$ cat config.mk
export PLATFORM = sky130hd
export DESIGN_NAME = br_sched_flat
export DESIGN_NICKNAME = d
export VERILOG_FILES = /design/src/rtl/br_sched_pkg.sv /design/src/rtl/br_sched_if.sv /design/src/rtl/br_sched_rr_pick.sv /design/src/rtl/br_sched.sv /design/src/flat_wrapper.sv
export SDC_FILE = /design/constraint.sdc
export NUM_CORES = 1
export LEC_CHECK = 0
export BUFFER_PORTS_ARGS = -buffer_cell sky130_fd_sc_hd__buf_2
export CAP_MARGIN = 25
export CORE_UTILIZATION = 30
export DETAILED_ROUTE_END_ITERATION = 16
export GPL_TIMING_DRIVEN = 0
export PLACE_DENSITY_LB_ADDON = 0.12
export SYNTH_ARGS = -nofsm -noshare
export SYNTH_HDL_FRONTEND = slang
export SYNTH_SLANG_ARGS = --single-unit
$ cat constraint.sdc
create_clock -name clk -period 3.42 [get_ports clk]
set_input_delay 0.171 -clock clk [delete_from_list [all_inputs] [get_ports clk]]
set_output_delay 0.171 -clock clk [all_outputs]
set_load 0.05 [all_outputs]
$ cat src/rtl/br_sched_pkg.sv
// Shared types and constants for the branch-unit issue scheduler.
// THREAD_WIDTH defaults to 2 (four threads) when the build does not define it.
`ifndef THREAD_WIDTH
`define THREAD_WIDTH 2
`endif

package br_sched_pkg;

    localparam int unsigned THREAD_W = `THREAD_WIDTH;
    localparam int unsigned CNT_W    = 3;

    typedef enum logic [1:0] {
        ST_RUN   = 2'd0,
        ST_DRAIN = 2'd1,
        ST_DONE  = 2'd2
    } sched_state_e;

    typedef logic [THREAD_W-1:0] thread_id_t;

    // Head-of-FIFO resolution as seen by the scheduler
    typedef struct packed {
        logic       valid;
        logic       ack;
        thread_id_t thread;
    } br_res_t;

endpackage

$ cat src/rtl/br_sched_if.sv
// Scheduler-facing bundle: thread requests, branch-unit status, grants and counts.
// blocked_cnt_o exists only when BR_SCHED_PERF_EN is defined.
interface br_sched_if
    import br_sched_pkg::*;
#(
    parameter int unsigned NUM_THREADS = (1 << `THREAD_WIDTH)
);

    logic                         stall_i;
    logic [NUM_THREADS-1:0]       req_i;
    logic                         br_full_i;
    logic                         br_busy_i;
    logic                         res_valid_i;
    thread_id_t                   res_thread_i;
    logic                         pc_ack_i;
    logic [NUM_THREADS-1:0]       flush_i;
    logic                         drain_i;
    logic [NUM_THREADS-1:0]       gnt_o;
    logic                         issue_en_o;
    thread_id_t                   gnt_thread_o;
    logic                         drain_done_o;
    logic [NUM_THREADS*CNT_W-1:0] outstanding_o;
`ifdef BR_SCHED_PERF_EN
    logic [31:0]                  blocked_cnt_o;
`endif

    modport master (
        output stall_i, req_i, br_full_i, br_busy_i, res_valid_i, res_thread_i,
               pc_ack_i, flush_i, drain_i,
        input  gnt_o, issue_en_o, gnt_thread_o, drain_done_o, outstanding_o
`ifdef BR_SCHED_PERF_EN
        , input blocked_cnt_o
`endif
    );

    modport slave (
        input  stall_i, req_i, br_full_i, br_busy_i, res_valid_i, res_thread_i,
               pc_ack_i, flush_i, drain_i,
        output gnt_o, issue_en_o, gnt_thread_o, drain_done_o, outstanding_o
`ifdef BR_SCHED_PERF_EN
        , output blocked_cnt_o
`endif
    );

endinterface

$ cat src/rtl/br_sched_rr_pick.sv
// Combinational round-robin selector: lowest set request at or above ptr,
// wrapping to the lowest set request overall.
module br_sched_rr_pick
    import br_sched_pkg::*;
#(
    parameter int unsigned N = 4
) (
    input  logic [N-1:0] req,
    input  thread_id_t   ptr,
    output logic [N-1:0] onehot,
    output thread_id_t   idx,
    output logic         valid
);

    logic [N-1:0] masked;
    logic [N-1:0] src;

    always_comb begin
        masked = '0;
        for (int i = 0; i < int'(N); i++) begin
            if (i >= int'(ptr)) masked[i] = req[i];
        end
        src = (|masked) ? masked : req;
    end

    // Descending scan so the lowest set bit of src wins
    always_comb begin
        onehot = '0;
        idx    = '0;
        valid  = |req;
        for (int i = int'(N) - 1; i >= 0; i--) begin
            if (src[i]) begin
                onehot    = '0;
                onehot[i] = 1'b1;
                idx       = THREAD_W'(i);
            end
        end
    end

endmodule

$ cat src/rtl/br_sched.sv
// Branch-unit issue scheduler: per-thread outstanding limit, round-robin grant, drain.
// Define BR_SCHED_PERF_EN to add the saturating blocked-cycle counter blocked_cnt_o.
module br_sched
    import br_sched_pkg::*;
#(
    parameter int unsigned NUM_THREADS = (1 << `THREAD_WIDTH),
    parameter int unsigned MAX_OUT     = 2
) (
    input  logic     clk,
    input  logic     rst,
    br_sched_if.slave bus
);

    sched_state_e           state;
    sched_state_e           state_nxt;
    thread_id_t             rr_ptr;
    thread_id_t             rr_ptr_nxt;
    logic [CNT_W-1:0]       count     [NUM_THREADS];
    logic [CNT_W-1:0]       count_nxt [NUM_THREADS];
    logic [NUM_THREADS-1:0] elig;
    logic [NUM_THREADS-1:0] pick_oh;
    logic [NUM_THREADS-1:0] dec;
    thread_id_t             pick_idx;
    logic                   pick_vld;
    logic                   state_run;
    logic                   run_ok;
    logic                   all_zero;
    logic                   retire;
    br_res_t                res;

    assign res    = '{valid: bus.res_valid_i, ack: bus.pc_ack_i, thread: bus.res_thread_i};
    assign retire = res.valid & res.ack;

    // Gated by rst so the grant outputs read zero while reset is held
    assign run_ok = rst & state_run & ~bus.stall_i & ~bus.br_full_i & ~bus.drain_i;

    always_comb begin
        elig     = '0;
        dec      = '0;
        all_zero = 1'b1;
        for (int t = 0; t < int'(NUM_THREADS); t++) begin
            elig[t] = run_ok & bus.req_i[t] & ~bus.flush_i[t]
                      & (count[t] < CNT_W'(MAX_OUT));
            dec[t]  = retire & (res.thread == THREAD_W'(t)) & (count[t] != '0);
            if (count[t] != '0) all_zero = 1'b0;
        end
    end

    br_sched_rr_pick #(.N(NUM_THREADS)) rr_pick (
        .req    (elig),
        .ptr    (rr_ptr),
        .onehot (pick_oh),
        .idx    (pick_idx),
        .valid  (pick_vld)
    );

    assign bus.gnt_o        = pick_oh;
    assign bus.issue_en_o   = pick_vld;
    assign bus.gnt_thread_o = pick_vld ? pick_idx : '0;

    // Flush wins; a grant and retire to the same thread cancel out
    always_comb begin
        rr_ptr_nxt = rr_ptr;
        if (pick_vld) begin
            rr_ptr_nxt = (pick_idx == THREAD_W'(NUM_THREADS - 1)) ? '0
                                                                 : pick_idx + THREAD_W'(1);
        end
        for (int t = 0; t < int'(NUM_THREADS); t++) begin
            count_nxt[t] = count[t];
            if (bus.flush_i[t])              count_nxt[t] = '0;
            else if (pick_oh[t] && !dec[t])  count_nxt[t] = count[t] + CNT_W'(1);
            else if (dec[t] && !pick_oh[t])  count_nxt[t] = count[t] - CNT_W'(1);
        end
    end

    always_ff @(posedge clk or negedge rst) begin
        if (!rst) begin
            state <= ST_RUN;
        end else if (!bus.stall_i) begin
            state <= state_nxt;
        end
    end

    always_comb begin
        state_nxt = state;
        case (state)
            ST_RUN:   if (bus.drain_i) state_nxt = ST_DRAIN;
            ST_DRAIN: if (!bus.br_busy_i && all_zero) state_nxt = ST_DONE;
            ST_DONE:  state_nxt = ST_RUN;
            default:  state_nxt = ST_RUN;
        endcase
    end

    always_comb begin
        state_run        = 1'b0;
        bus.drain_done_o = 1'b0;
        case (state)
            ST_RUN:  state_run        = 1'b1;
            ST_DONE: bus.drain_done_o = 1'b1;
            default: ;
        endcase
    end

    always_ff @(posedge clk or negedge rst) begin
        if (!rst) begin
            rr_ptr <= '0;
            for (int t = 0; t < int'(NUM_THREADS); t++) count[t] <= '0;
        end else if (!bus.stall_i) begin
            rr_ptr <= rr_ptr_nxt;
            for (int t = 0; t < int'(NUM_THREADS); t++) count[t] <= count_nxt[t];
        end
    end

    always_comb begin
        bus.outstanding_o = '0;
        for (int t = 0; t < int'(NUM_THREADS); t++) begin
            bus.outstanding_o[t*CNT_W +: CNT_W] = count[t];
        end
    end

`ifdef BR_SCHED_PERF_EN
    logic [31:0] blocked_cnt;

    // Cycles where some thread wanted the unit but nobody got it
    always_ff @(posedge clk or negedge rst) begin
        if (!rst) begin
            blocked_cnt <= '0;
        end else if (!bus.stall_i && (|bus.req_i) && !pick_vld && (blocked_cnt != '1)) begin
            blocked_cnt <= blocked_cnt + 32'd1;
        end
    end

    assign bus.blocked_cnt_o = blocked_cnt;
`endif

endmodule

$ cat src/flat_wrapper.sv
// flat-port wrapper written by rule: the top's interface ports become plain ports
module br_sched_flat import br_sched_pkg::*;
#(
    parameter int unsigned NUM_THREADS = (1 << `THREAD_WIDTH),
    parameter int unsigned MAX_OUT     = 2
)
  (clk, rst, bus_stall_i, bus_req_i, bus_br_full_i, bus_br_busy_i, bus_res_valid_i, bus_res_thread_i, bus_pc_ack_i, bus_flush_i, bus_drain_i, bus_gnt_o, bus_issue_en_o, bus_gnt_thread_o, bus_drain_done_o, bus_outstanding_o);
  br_sched_if #(.NUM_THREADS(NUM_THREADS)) bus_i ();
  input  logic clk;
  input  logic rst;
  input wire logic [$bits(bus_i.stall_i)-1:0] bus_stall_i;
  input wire logic [$bits(bus_i.req_i)-1:0] bus_req_i;
  input wire logic [$bits(bus_i.br_full_i)-1:0] bus_br_full_i;
  input wire logic [$bits(bus_i.br_busy_i)-1:0] bus_br_busy_i;
  input wire logic [$bits(bus_i.res_valid_i)-1:0] bus_res_valid_i;
  input wire logic [$bits(bus_i.res_thread_i)-1:0] bus_res_thread_i;
  input wire logic [$bits(bus_i.pc_ack_i)-1:0] bus_pc_ack_i;
  input wire logic [$bits(bus_i.flush_i)-1:0] bus_flush_i;
  input wire logic [$bits(bus_i.drain_i)-1:0] bus_drain_i;
  output wire logic [$bits(bus_i.gnt_o)-1:0] bus_gnt_o;
  output wire logic [$bits(bus_i.issue_en_o)-1:0] bus_issue_en_o;
  output wire logic [$bits(bus_i.gnt_thread_o)-1:0] bus_gnt_thread_o;
  output wire logic [$bits(bus_i.drain_done_o)-1:0] bus_drain_done_o;
  output wire logic [$bits(bus_i.outstanding_o)-1:0] bus_outstanding_o;
  assign bus_i.stall_i = bus_stall_i;
  assign bus_i.req_i = bus_req_i;
  assign bus_i.br_full_i = bus_br_full_i;
  assign bus_i.br_busy_i = bus_br_busy_i;
  assign bus_i.res_valid_i = bus_res_valid_i;
  assign bus_i.res_thread_i = bus_res_thread_i;
  assign bus_i.pc_ack_i = bus_pc_ack_i;
  assign bus_i.flush_i = bus_flush_i;
  assign bus_i.drain_i = bus_drain_i;
  assign bus_gnt_o = bus_i.gnt_o;
  assign bus_issue_en_o = bus_i.issue_en_o;
  assign bus_gnt_thread_o = bus_i.gnt_thread_o;
  assign bus_drain_done_o = bus_i.drain_done_o;
  assign bus_outstanding_o = bus_i.outstanding_o;
  br_sched #(.NUM_THREADS(NUM_THREADS), .MAX_OUT(MAX_OUT)) u_core (.clk(clk), .rst(rst), .bus(bus_i));
endmodule
# After elaboration in Yosys (flattened, before gate mapping)
# Index checks and enable logic that the tools add are counted.
# totals
regBits	16
out_inout_bits	20
mem_bits_ro	0
ram_bits	0
mem_count	0
word_cells	133
latchBits	0
# classes
bitwise_logic	32
n_lt_le_gt_ge	7
reduce_logical	36
n_addsub	9
n_mul	0
div_mod_pow	0
shift	0
eq_ne	8
muxes	35
# ops
op	n
3-bit two-way mux	13
1-bit bitwise AND	25
3-bit nonzero test	8
2-bit two-way mux	8
4-bit two-way mux	4
3-bit by 1-bit adder with 3-bit output, second input constant	4
3-bit by 2-bit < comparator with 1-bit output, second input constant	4
3-bit by 1-bit subtractor with 3-bit output, second input constant	4
2-bit AND reduction	5
1-bit logical AND	9
1-bit zero test	9
1-bit two-way mux	9
2-bit == test, second input constant	4
4-bit OR reduction	2
1-bit NOT	7
2-bit by 1-bit == test with 1-bit output, second input constant	2
1-bit by 2-bit >= comparator with 1-bit output, first input constant	2
2-bit zero test	2
2-bit one-hot mux with 2 select lines	1
3-bit AND reduction	1
2-bit by 1-bit adder with 2-bit output, second input constant	1
2-bit >= comparator, first input constant	1
2-bit by 1-bit != test with 1-bit output, second input constant	1
2-bit != test, second input constant	1

# Logic depth before layout (Yosys ltp)
# logic_depth
word_depth	20
mapped_depth	10
ltp_nobuf	9

# Cells and area by module
# Synthesis repeated with hierarchy kept, for this count alone.
# unflattened
hier_cells	184
area_unflattened_um2	1525.2
# modules_own_cells
mod	area_each_um2	cells_each	instances
br_sched	1297.5	151	1
br_sched_rr_pick	227.7	33	1

# Worst setup path after synthesis
# Ideal clock, no wire load.
# synth_path
path_type	reg2reg
start	reg u_core.count (netlist bit u_core.bus.outstanding_o[11])
end	reg u_core.count (netlist bit u_core.bus.outstanding_o[11])
path_slack_ns	0.426
arrival_time_ns	2.868
path_stages_with_launch	6
period_less_slack_ns	2.994
path_buffers	0
cell_sequence	dfrtp_1 -> nor4b_4 -> nand3_4 -> nor3_1 -> o2bb2ai_1 -> a221o_1
# synth_via
elab_chain_cells	11
# synth_lines
element	line	text
from (decl)	br_sched.sv:18	logic [CNT_W-1:0] count [NUM_THREADS];
3-bit by 2-bit < comparator with 1-bit output *	br_sched.sv:43	& (count[t] < CNT_W'(MAX_OUT));
1-bit bitwise AND *	br_sched.sv:43	
4-bit OR reduction	br_sched_rr_pick.sv:23	src = (|masked) ? masked : req;
3-bit two-way mux	br_sched_rr_pick.sv:23	
4-bit two-way mux (2 in series)	br_sched_rr_pick.sv:32	if (src[i]) begin
4-bit two-way mux *	br_sched_rr_pick.sv:32	
net bus_gnt_o[3]	flat_wrapper.sv:20	output wire logic [$bits(bus_i.gnt_o)-1:0] bus_gnt_o;
1-bit zero test	br_sched.sv:72	else if (dec[t] && !pick_oh[t]) count_nxt[t] = count[t] - CNT_W'(1);
1-bit logical AND	br_sched.sv:72	
3-bit nonzero test (no line)	n/a	
2-bit AND reduction (no line)	n/a	
# Mark *: on every way through the listed nets, which the timed path passes. The rest lies on a longest branch. The select of a mux whose other input is x is not followed.
# A chain may end at the register's enable or synchronous reset.

# Worst setup path in the final report
# layout_path
start	in rst
end	reg u_core.count (netlist bit u_core.bus.outstanding_o[1])
# layout_via
elab_chain_cells	17
# layout_lines
element	line	text
from (decl)	flat_wrapper.sv:10	input logic rst;
1-bit bitwise AND * (4 in series)	br_sched.sv:35	assign run_ok = rst & state_run & ~bus.stall_i & ~bus.br_full_i & ~bus.drain_i;
1-bit bitwise AND (2 in series)	br_sched.sv:42	elig[t] = run_ok & bus.req_i[t] & ~bus.flush_i[t]
1-bit bitwise AND	br_sched.sv:43	
1-bit two-way mux	br_sched_rr_pick.sv:21	if (i >= int'(ptr)) masked[i] = req[i];
4-bit OR reduction	br_sched_rr_pick.sv:23	
3-bit two-way mux *	br_sched_rr_pick.sv:23	
4-bit two-way mux (2 in series)	br_sched_rr_pick.sv:32	
4-bit two-way mux *	br_sched_rr_pick.sv:32	
1-bit zero test	br_sched.sv:72	
1-bit logical AND	br_sched.sv:72	
3-bit nonzero test (no line)	n/a	
2-bit AND reduction (no line)	n/a	
# Mark *: on every way between the ends. The rest lies on a longest branch, timed or not.

==> impl_metrics.py <==
metrics = {
    "floorplan": {
        "die_width_um": 76.84,
        "rows": 26,
        "core_area_um2": 5238,
        "dieArea_um2": 5904,
        "ioPinCount": 38,
        "die_h_um": 76.84,
        "initial_core_util_pct": 32.08,
    },
    "setup_path": {
        "path_max_fanout": 18,
        "end_kind": "flop",
        "cpLargestDelayFamily": "simple AND/OR/NAND/NOR gates",
        "reg2reg_from": "u_core.bus.outstanding_o[11]",
        "crit_type": "input port to flop",
        "worstPathCellList": "dlygate4sd3_1 -> buf_2 -> nor3b_1 -> nand2_1 -> nor4_1 -> fa_1 -> or3_1 -> o211ai_1",
        "ff2ff_setup_slack_ps": 650,
        "critPathBufInv": 2,
        "worstPathArrival_ps": 3270,
        "max_stage_delay_ps": 540,
        "ff2ff_path_depth": 7,
        "critPathLaunchType": "input port",
        "required_ps": 3600,
        "cpMaxStageDelayCell": "nor3b_1",
        "timing.rr.end": "u_core.bus.outstanding_o[10]",
    },
    "sta": {
        "rsz0062_at_grt": "false",
        "clock_skew_ps": 1.311,
        "slew_headroom_pct": 50.93,
        "finalHoldViolCount": 0,
        "worst_pin_slew_ps": 726.6,
        "slew_viol_final": 0,
        "tns_ps": 0,
        "setup_viol": 0,
        "period_needed_ps": 3090,
        "timing.final.crit_share_pct": 90.36,
        "fmax_ghz": 0.3236,
    },
    "finish": {
        "drive_above_1_share_pct": 26.72,
        "post-route-util_pct": 38.34,
        "syn_to_final_growth_pct": 19.51,
        "register_area_um2": 400.4,
        "fillers": 565,
        "fin_nets": 256,
        "diodes": 0,
        "multi_input_comb_area_um2": 1177,
    },
    "clock_tree": {
        "cts_made_buffers": 3,
        "cts_setup_buffers": 0,
        "cts_buffer_depth": 2,
        "cts.sinks": 16,
        "cts.htree.levels": 1,
        "clk_pin_slew_ps": 70,
        "cts_tree": "yes",
        "clock_latency_ps": 260,
        "cts_root_buffer": "clkbuf_8",
    },
    "synth": {
        "synth_fp_nets": 215,
        "postSynth.asyncResetShare_pct": 100.0,
        "yosys.area.top_type": "dfrtp_1",
        "synthCells": 192,
        "synth.distinct_cells": 60,
        "synth_area_leaders": "dfrtp_1 (24%), fa_1 (4.8%), nor4b_4 (4.2%)",
        "ys_ff_latch": 16,
        "syn-cell-area_um2": 1680,
        "synth_common_cells": "dfrtp_1 (16), inv_1 (16), nand2_1 (16)",
        "synth_top_area_share_pct": 23.83,
        "ys_seq_area_share_pct": 23.83,
        "synth_ff_type": "dfrtp_1",
        "avgSynthCellArea_um2": 8.752,
        "synth_edf_count": 0,
        "yosys_warnings": 0,
    },
    "grt": {
        "grt_pass1_wl_um": 7914,
        "grt_max_degree": 19,
        "antenna_found_initial": 0,
        "grt_overflow_total": 0,
        "track_usage_pct": 16.78,
        "grt_pass1_vias": 1529,
    },
    "route": {
        "antenna_left": 0,
        "dr.pass1.iters": 4,
        "drt_iter0_markers": 63,
        "drc_errors": 0,
        "wl_per_cell_um": 15.46,
        "via_per_inst": 5.414,
        "drt-total-wl_um": 4670,
        "vias": 1635,
    },
    "min_path": {
        "hold_depth": 3,
        "min_from": "bus_drain_i",
        "hold_class": "input port to flop",
        "hold_path_end": "u_core.state[0]",
    },
    "pwr": {
        "cellLeakagePower_nw": 0.9002,
        "power_density_nw_per_um2": 631.8,
        "vdd_drop_max_v": 0.0002161,
    },
    "job": {
        "maxCapViolations": 0,
    },
    "placement": {
        "io_buffers": 35,
        "dp_hpwl_um": 3536,
        "place_congestion": 0.8514,
    },
    "outcome": {
        "status": "finished, final reports clean",
    },
}
worst max path at each step:
stage                            startpoint                      endpoint  slack, ps  cells past startpoint
2_1_floorplan  u_core.bus.outstanding_o[11]  u_core.bus.outstanding_o[11]        430                      5
3_3_place_gp                            rst   u_core.bus.outstanding_o[1]        580                      7
3_5_place_dp                            rst   u_core.bus.outstanding_o[1]        550                      7
4_1_cts                                 rst   u_core.bus.outstanding_o[1]        280                      8
5_1_grt                                 rst   u_core.bus.outstanding_o[1]         70                      8
6_report                                rst   u_core.bus.outstanding_o[1]        330                      8
sequential cells by signal (all words and copies together), names as in the netlist:
name and flops:
u_core.state 2, u_core.bus.outstanding_o 12, u_core.rr_ptr 2
cells in the final DEF, fill, tap and decap left out, types with 7 or more instances in the layout:
cell type,netlist,final
a22oi_1,7,7
buf_2,3,38
nor2_1,10,10
nand2_1,16,16
inv_1,16,16
nor3_1,13,13
dfrtp_1,16,16
nor4_1,7,7
report_power, final:
group / total, mW / switching [mW] / internal, mW
sequential: 0.367 / 0.112 / 0.254
combinational: 0.722 / 0.481 / 0.241
clock: 0.180 / 0.0775 / 0.102
cell families after synthesis:
group | after synthesis | share of synthesized area [%]
fa+ha+maj | 5 | 5.510
flops | 16 | 23.83
simple gates | 91 | 36.64
buf+inv | 24 | 6.105
mux | 4 | 2.532
compound gates | 49 | 23.83
xor+xnor | 3 | 1.564
timing repair:
item | in CTS | in global routing
resized for setup | 0 | 0
endpoints found under the setup margin | 0 | 0
endpoints found under the hold margin | 16 | 0
hold buffers | 1 | 0
worst min-delay path: stages:
cell     delay (ps)
buf_2           100
nand2_1          50
nand2_1          50
metrics by stage:
step	hold slack, ps	instance area, µm²	worst slack (ps)	power, mW	std cells
final	145.8	2008	329.6	1.269	302
after global routing	168.3	2008	74.00	1.376	302
after CTS	142.5	2008	282.3	1.279	302
after detailed placement	146.0	1943	545.0	1.093	297
after global placement	150.3	1943	578.2	1.094	297
after floorplan	-124.6	1680	426.0	0.9151	192
routing by layer:
metal | up-vias | GRT usage (%) | part of all wire (%)
met5 | - | 0 | 0
met4 | 0 | 4.038 | 0.77
met3 | 4 | 1.786 | 3.8
met2 | 32 | 25.00 | 43
met1 | 778 | 25.42 | 52
li1 | 821 | - | -
area by class of cell:
class                      instances  share of cell area, %
multi-input combinational        152                  58.63
timing repair buffer              36                  9.221
buffer                             8                  2.118
tap                               70                  4.361
inverter                          16                  2.991
sequential                        16                  19.94
clock buffer                       4                  2.741
(Power assumes the default switching activity.)
